**src/rtl/shot_sequencer.sv**
```systemverilog
// Light-gun / mouse shot sequencer: flash-frame detection for the gun,
// immediate result for the mouse, then a frame-counted cooldown.
module shot_sequencer #(
    parameter int unsigned COOLDOWN_FRAMES = 2
) (
    input  logic clk,
    input  logic rst,
    input  logic frame_start,
    input  logic gun_trigger,
    input  logic gun_photodetector,
    input  logic gun_is_connected,
    input  logic mouse_left,
    input  logic mouse_on_target,
    output logic flash_black,
    output logic flash_target,
    output logic hit,
    output logic miss,
    output logic shot_fired,
    output logic busy
);

    typedef enum logic [2:0] {
        IDLE,
        WAIT_FRAME,
        BLACK,
        TARGET,
        RESULT,
        COOLDOWN
    } state_t;

    localparam logic [3:0] CD = 4'(COOLDOWN_FRAMES);

    state_t state, state_n;

    logic       trig_s1, trig_s2, trig_d;
    logic       pd_s1, pd_s2;
    logic       ml_d;
    logic [1:0] prime;
    logic       armed_g, armed_m;
    logic       cheat, seen;
    logic [3:0] cnt;

    logic gun_ev, mouse_ev, trig_ev;
    logic result_hit, fire;
    logic flash_black_n, flash_target_n;
    logic hit_n, miss_n, shot_n, busy_n;

    // A button must be seen released after reset before it can fire;
    // prime waits out the synchronizer so its reset zeros don't arm it.
    always_ff @(posedge clk or posedge rst) begin
        if (rst) begin
            trig_s1 <= 1'b0;
            trig_s2 <= 1'b0;
            trig_d  <= 1'b0;
            pd_s1   <= 1'b0;
            pd_s2   <= 1'b0;
            ml_d    <= 1'b0;
            prime   <= 2'b00;
            armed_g <= 1'b0;
            armed_m <= 1'b0;
        end else begin
            trig_s1 <= gun_trigger;
            trig_s2 <= trig_s1;
            trig_d  <= trig_s2;
            pd_s1   <= gun_photodetector;
            pd_s2   <= pd_s1;
            ml_d    <= mouse_left;
            prime   <= {prime[0], 1'b1};
            armed_g <= armed_g | (prime[1] & ~trig_s2);
            armed_m <= armed_m | ~mouse_left;
        end
    end

    assign gun_ev   = armed_g & trig_s2 & ~trig_d;
    assign mouse_ev = armed_m & mouse_left & ~ml_d;
    assign trig_ev  = gun_is_connected ? gun_ev : mouse_ev;

    always_ff @(posedge clk or posedge rst) begin
        if (rst) state <= IDLE;
        else     state <= state_n;
    end

    always_comb begin
        state_n = state;
        unique case (state)
            IDLE: begin
                if (trig_ev)
                    state_n = gun_is_connected ? WAIT_FRAME : RESULT;
            end
            WAIT_FRAME: begin
                if (!gun_is_connected) state_n = IDLE;
                else if (frame_start)  state_n = BLACK;
            end
            BLACK: begin
                if (!gun_is_connected) state_n = IDLE;
                else if (frame_start)  state_n = TARGET;
            end
            TARGET: begin
                if (!gun_is_connected) state_n = IDLE;
                else if (frame_start)  state_n = RESULT;
            end
            RESULT: state_n = COOLDOWN;
            COOLDOWN: begin
                if (CD == 4'd0)
                    state_n = IDLE;
                else if (frame_start && cnt == 4'd1)
                    state_n = IDLE;
            end
            default: state_n = IDLE;
        endcase
    end

    always_ff @(posedge clk or posedge rst) begin
        if (rst) begin
            cheat <= 1'b0;
            seen  <= 1'b0;
            cnt   <= 4'd0;
        end else begin
            if (state == IDLE && state_n == WAIT_FRAME) begin
                cheat <= 1'b0;
                seen  <= 1'b0;
            end else begin
                if (state == BLACK && pd_s2)  cheat <= 1'b1;
                if (state == TARGET && pd_s2) seen  <= 1'b1;
            end
            if (state == RESULT)
                cnt <= CD;
            else if (state == COOLDOWN && frame_start && cnt != 4'd0)
                cnt <= cnt - 4'd1;
        end
    end

    // RESULT is entered from IDLE only on the mouse path.
    assign result_hit = (state == IDLE) ? mouse_on_target
                                        : ((seen | pd_s2) & ~cheat);

    always_comb begin
        fire           = (state_n == RESULT);
        flash_black_n  = (state_n == BLACK);
        flash_target_n = (state_n == TARGET);
        hit_n          = fire & result_hit;
        miss_n         = fire & ~result_hit;
        shot_n         = fire;
        busy_n         = (state_n != IDLE);
    end

    always_ff @(posedge clk or posedge rst) begin
        if (rst) begin
            flash_black  <= 1'b0;
            flash_target <= 1'b0;
            hit          <= 1'b0;
            miss         <= 1'b0;
            shot_fired   <= 1'b0;
            busy         <= 1'b0;
        end else begin
            flash_black  <= flash_black_n;
            flash_target <= flash_target_n;
            hit          <= hit_n;
            miss         <= miss_n;
            shot_fired   <= shot_n;
            busy         <= busy_n;
        end
    end

endmodule

```
**config.mk**
```make
export PLATFORM = sky130hd
export DESIGN_NAME = shot_sequencer
export DESIGN_NICKNAME = d
export VERILOG_FILES = /design/src/rtl/shot_sequencer.sv
export SDC_FILE = /design/constraint.sdc
export NUM_CORES = 1
export LEC_CHECK = 0
export ABC_AREA = 1
export ABC_CLOCK_PERIOD_IN_PS = 1990
export BUFFER_PORTS_ARGS = -buffer_cell sky130_fd_sc_hd__buf_2
export CAP_MARGIN = 15
export CORE_MARGIN = 5
export CORE_UTILIZATION = 50
export CTS_CLUSTER_DIAMETER = 60
export CTS_CLUSTER_SIZE = 25
export DETAILED_ROUTE_END_ITERATION = 8
export PLACE_DENSITY_LB_ADDON = 0.3
export SLEW_MARGIN = 15
export SYNTH_ARGS = -nofsm -noshare
export SYNTH_HDL_FRONTEND = slang
export SYNTH_SLANG_ARGS = --single-unit
```
**constraint.sdc**
```tcl
create_clock -name clk -period 1.99 [get_ports clk]
set_input_delay 0.199 -clock clk [delete_from_list [all_inputs] [get_ports clk]]
set_output_delay 0.199 -clock clk [all_outputs]
set_load 0.05 [all_outputs]
```
Yosys cells after proc, flatten, opt, wreduce, memory -nomap -nowiden
Cells that the tools add are included.
- register bits after elaboration: 25
- output and inout bits: 6
- bitwise logic cells: 17
- add/sub/neg operators: 1
- reduce and logical (&&, ||, !) cells: 12
- multiplexer cells: 18
- eq/ne operators: 10
- operators with widths (operator ; number):
    2-to-1 mux 3 bit ; 9
    case mux 3 bit (6 select lines) ; 1
    == test 3 x 2 -> 1 bit, second input constant ; 4
    == test 3 bit, second input constant ; 3
    AND 1 bit ; 8
    2-to-1 mux 4 bit ; 2
    == test 3 x 1 -> 1 bit, second input constant ; 2
    logical AND 1 bit ; 6
    2-to-1 mux 1 bit ; 6
    inverter 1 bit ; 6
    nonzero test 2 bit ; 3
    == test 4 x 1 -> 1 bit, second input constant ; 1
    nonzero test 4 bit ; 1
    subtractor 4 x 1 -> 4 bit, second input constant ; 1
    zero test 3 bit ; 1
    OR 1 bit ; 3
    nonzero test 3 bit ; 1

Depth between registers and ports, before layout
- word-level depth: 8
- depth in mapped cells: 9

Worst setup path after synthesis
Ideal clock, no wire load.
- path type: flip-flop to flip-flop
- start: register cnt[1]
- end: register busy
- stages on the path, launching flop included: 10
- setup slack: 0.809 ns
- period minus slack after synthesis: 1.181 ns
- library setup time: 0.131 ns
- buffers on the path: 0
- required time: 1.859 ns
- data arrival time: 1.050 ns
- cell sequence: dfrtp_1 -> inv_1 -> ha_1 -> nand2_1 -> nor2_1 -> nand2_1 -> nand2_1 -> nand2_1 -> nor2_1 -> nand3_1
- cells in the longest elaborated chain, start to end: 5
- ends and longest elaborated chain (item ; RTL line ; RTL):
    start: declaration ; 41 ; logic [3:0] cnt;
    start signal: assignment ; 129 ; cnt <= cnt - 4'd1;
    == test 4 x 1 -> 1 bit ; 106 ; else if (frame_start && cnt == 4'd1)
    logical AND 1 bit ; 106 ;
    2-to-1 mux 3 bit ; 106 ;
    case mux 3 bit (6 select lines) ; 85 ; unique case (state)
    nonzero test 3 bit ; 144 ; busy_n = (state_n != IDLE);
    via busy_n ; 46 ; logic hit_n, miss_n, shot_n, busy_n;
    end signal: assignment ; 161 ; busy <= busy_n;
    end: declaration ; 19 ; output logic busy
The timed path passes the listed nets, and every way through them passes these cells.
A chain may end at the register's enable or synchronous reset.

Worst setup path in the final report
Ends and elaborated chain as after synthesis.

==> results_dict.tcl <==
set metrics [dict create \
    ctsResizeCount 0 \
    dp_hpwl_mm 1.46 \
    arrival_ns 1.50 \
    ctsHoldBuffers 3 \
    power.density_nw_per_um2 1200 \
    gp_congestion 0.863 \
    area_delta_synth_final_pct 15.9 \
    fin_tns_setup_ns 0 \
    worstSetupEndpointType "flip-flop" \
    portBuffers 13 \
    num_antenna_cells 0 \
    synth_seq_area_share_pct 56.1 \
    ys.flop_type "dfrtp_1" \
    post-route-cell-area_um2 1290 \
    nets 157 \
    crit_required_ns 2.20 \
    first_global_vias 861 \
    initial_core_util_pct 51.4 \
    synthArstFlopShare_pct 100 \
    fin_crit_sh_pct 65.0 \
    clk_path_buf_depth 2 \
    cts-root-buf "clkbuf_4" \
    synthTopCellsByCount "dfrtp_1 (25), nand2_1 (23), inv_1 (18)" \
    synth_top_area_share_pct 56.1 \
    synth-seq-cells 25 \
    ys_top_cells_by_area "dfrtp_1 (56%), nand2_1 (7.7%), inv_1 (6.1%)" \
    synth.most_common_cell "dfrtp_1" \
    grt_use_total_pct 13.0 \
    largest_reg_flops 4 \
    holdWs_ns 0.173 \
    clkTransAtPathRegs_ns 0.14 \
    antenna_found_initial 0 \
    die_x_um 57.2 \
    cp_slowest_stage_delay_ns 0.40 \
    path_cells "inv_1 -> ha_1 -> nand2_1 -> nor2_1 -> nand2_1 -> nand2_1 -> nand2_1 -> nor2_1 -> nand3_1" \
    core.rowCount 17 \
    ioPinCount 14 \
    multi_input_area_um2 404 \
    grt_pass1_wl_mm 3.37 \
    seqCellArea_um2 626 \
    worst-setup-path-type "reg -> reg" \
    p_total_uw 1550 \
    synth_fp_nets 134 \
    cts_tree "done" \
    worstSkewPairLatency_ns 0.31 \
    core_area_um2 2170 \
    pre_cts_slack_ns 0.711 \
    placed_area_um2 1220 \
    ys_types 24 \
    ant_nets 0 \
    netlist_area_um2 1120 \
    via_per_inst 5.00 \
    hp-class "in -> reg" \
    layout_setup_ws_ns 0.696 \
    wl_per_cell_um 10.8 \
    wirelength_mm 1.87 \
    finalSetupViolCount 0 \
    ir_worst_vdd_v 0.000665 \
    clock_sinks 25 \
    fin_crit_ns 1.29 \
    htreeDepth 1 \
    top_regs "cnt x4, state x3, prime x2" \
    post_cts_buffers 0 \
    synth-warning-count 0 \
    cts_buffers 3 \
    drtPass1Iterations 4 \
    finalHoldViolations 0 \
    crit_path_start_kind "flip-flop" \
    crit_top_cell "nand2_1" \
    syn_avg_cell_area_um2 9.07 \
    dieArea_um2 3280 \
    rsz0062_at_grt "no" \
    drive_above_1_share_pct 22.1 \
    status "complete, no violations" \
    maxCapViolCount 0 \
    die_h_um 57.2 \
    maxSlewViolCount 0 \
    grt_overflow 0 \
    clock-skew-final_ns 0.00254 \
    fmax_ghz 0.773 \
    yosys.area.top_type "dfrtp_1" \
    via_count 865 \
    first_iter_violations 14 \
    slowest_stage "dfrtp_1" \
    crit_fanout 5 \
    grt_max_degree 26 \
    p_leak_uw 0.000709 \
    fill_cells 198 \
    top_register "cnt" \
    synth-edff-count 0 \
    synth_cells 123 \
    drc 0 \
]
worst max-delay path, delay by kind of cell, from the launching register on:
| family | cells | cell delay (ns) |
|---|---|---|
| simple gates | 7 | 0.49 |
| flops | 1 | 0.40 |
| fa+ha+maj | 1 | 0.17 |
| buf+inv | 1 | 0.13 |
cell type report:
| type | instances | area share, % |
|---|---|---|
| clock buffers | 3 | 1.74 |
| clock inverters | 1 | 0.580 |
| inverters | 23 | 6.67 |
| multi-input cells | 75 | 31.2 |
| flip-flops and latches | 25 | 48.4 |
| well taps | 28 | 2.71 |
| repair buffers | 18 | 8.70 |
metrics by stage:
| stage | cells | util, % |
|---|---|---|
| 3_3_place_gp | 165 | 56.4 |
| 3_5_place_dp | 165 | 56.4 |
| 5_1_grt | 173 | 59.6 |
| 2_1_floorplan | 123 | - |
| 6_report | 173 | 59.6 |
| 4_1_cts | 172 | 59.2 |
path summary, 6_finish.rpt:
check	from	end	slack, ns	cells past startpoint
setup reg to reg	cnt[1]	busy	0.70	9
hold / removal	mouse_on_target	miss	0.17	4
setup / recovery	cnt[1]	busy	0.70	9
hold reg to reg	trig_s1	trig_s2	0.37	0
min in group asynchronous	rst	prime[1]	0.45	4
max in group asynchronous	rst	miss	1.31	4
routing by layer:
metal	vias up	GRT usage [%]	part of all wire (%)
li1	426	-	-
met3	6	3.39	5.1
met5	-	0	0
met4	0	8.28	3.5
met1	409	14.8	41
met2	24	21.5	50
power by group:
part / internal [uW] / switching, uW
Clock: 76.6 / 152
Combinational: 202 / 422
Sequential: 614 / 82.9
cell families (layout without fill, tap and decap cells):
| family | Yosys count | count (layout) | share of synthesized area [%] |
|---|---|---|---|
| other | 1 | 1 | 0.336 |
| AOI/OAI and AO/OA | 13 | 13 | 7.51 |
| adders and majority gates | 3 | 3 | 3.36 |
| xor gates and xnor gates | 1 | 1 | 0.785 |
| buffers and inverters | 23 | 45 | 7.73 |
| and+or+nand+nor | 57 | 57 | 24.2 |
| DFF | 25 | 25 | 56.1 |
cells in the final DEF, fill, tap and decap left out:
cell and count:
nand2_4 1, conb_1 1, a21oi_1 3, xor2_1 1, buf_2 13, o21ai_1 4, dfrtp_1 25, o211ai_1 1
inv_2 4, clkinv_1 1, nand3_2 2, nor2_4 1, nand2_2 2, nand2_1 23, clkbuf_4 3, o21ai_0 1
dlygate4sd3_1 4, a21o_1 1, nand4_1 3, o21ai_2 1, inv_1 18, nand3_1 9, o21bai_1 1, clkinvlp_4 1
nor2_2 2, buf_4 1, o211ai_2 1, ha_1 3, nor2_1 14
Power figures use the tool's default switching activity.
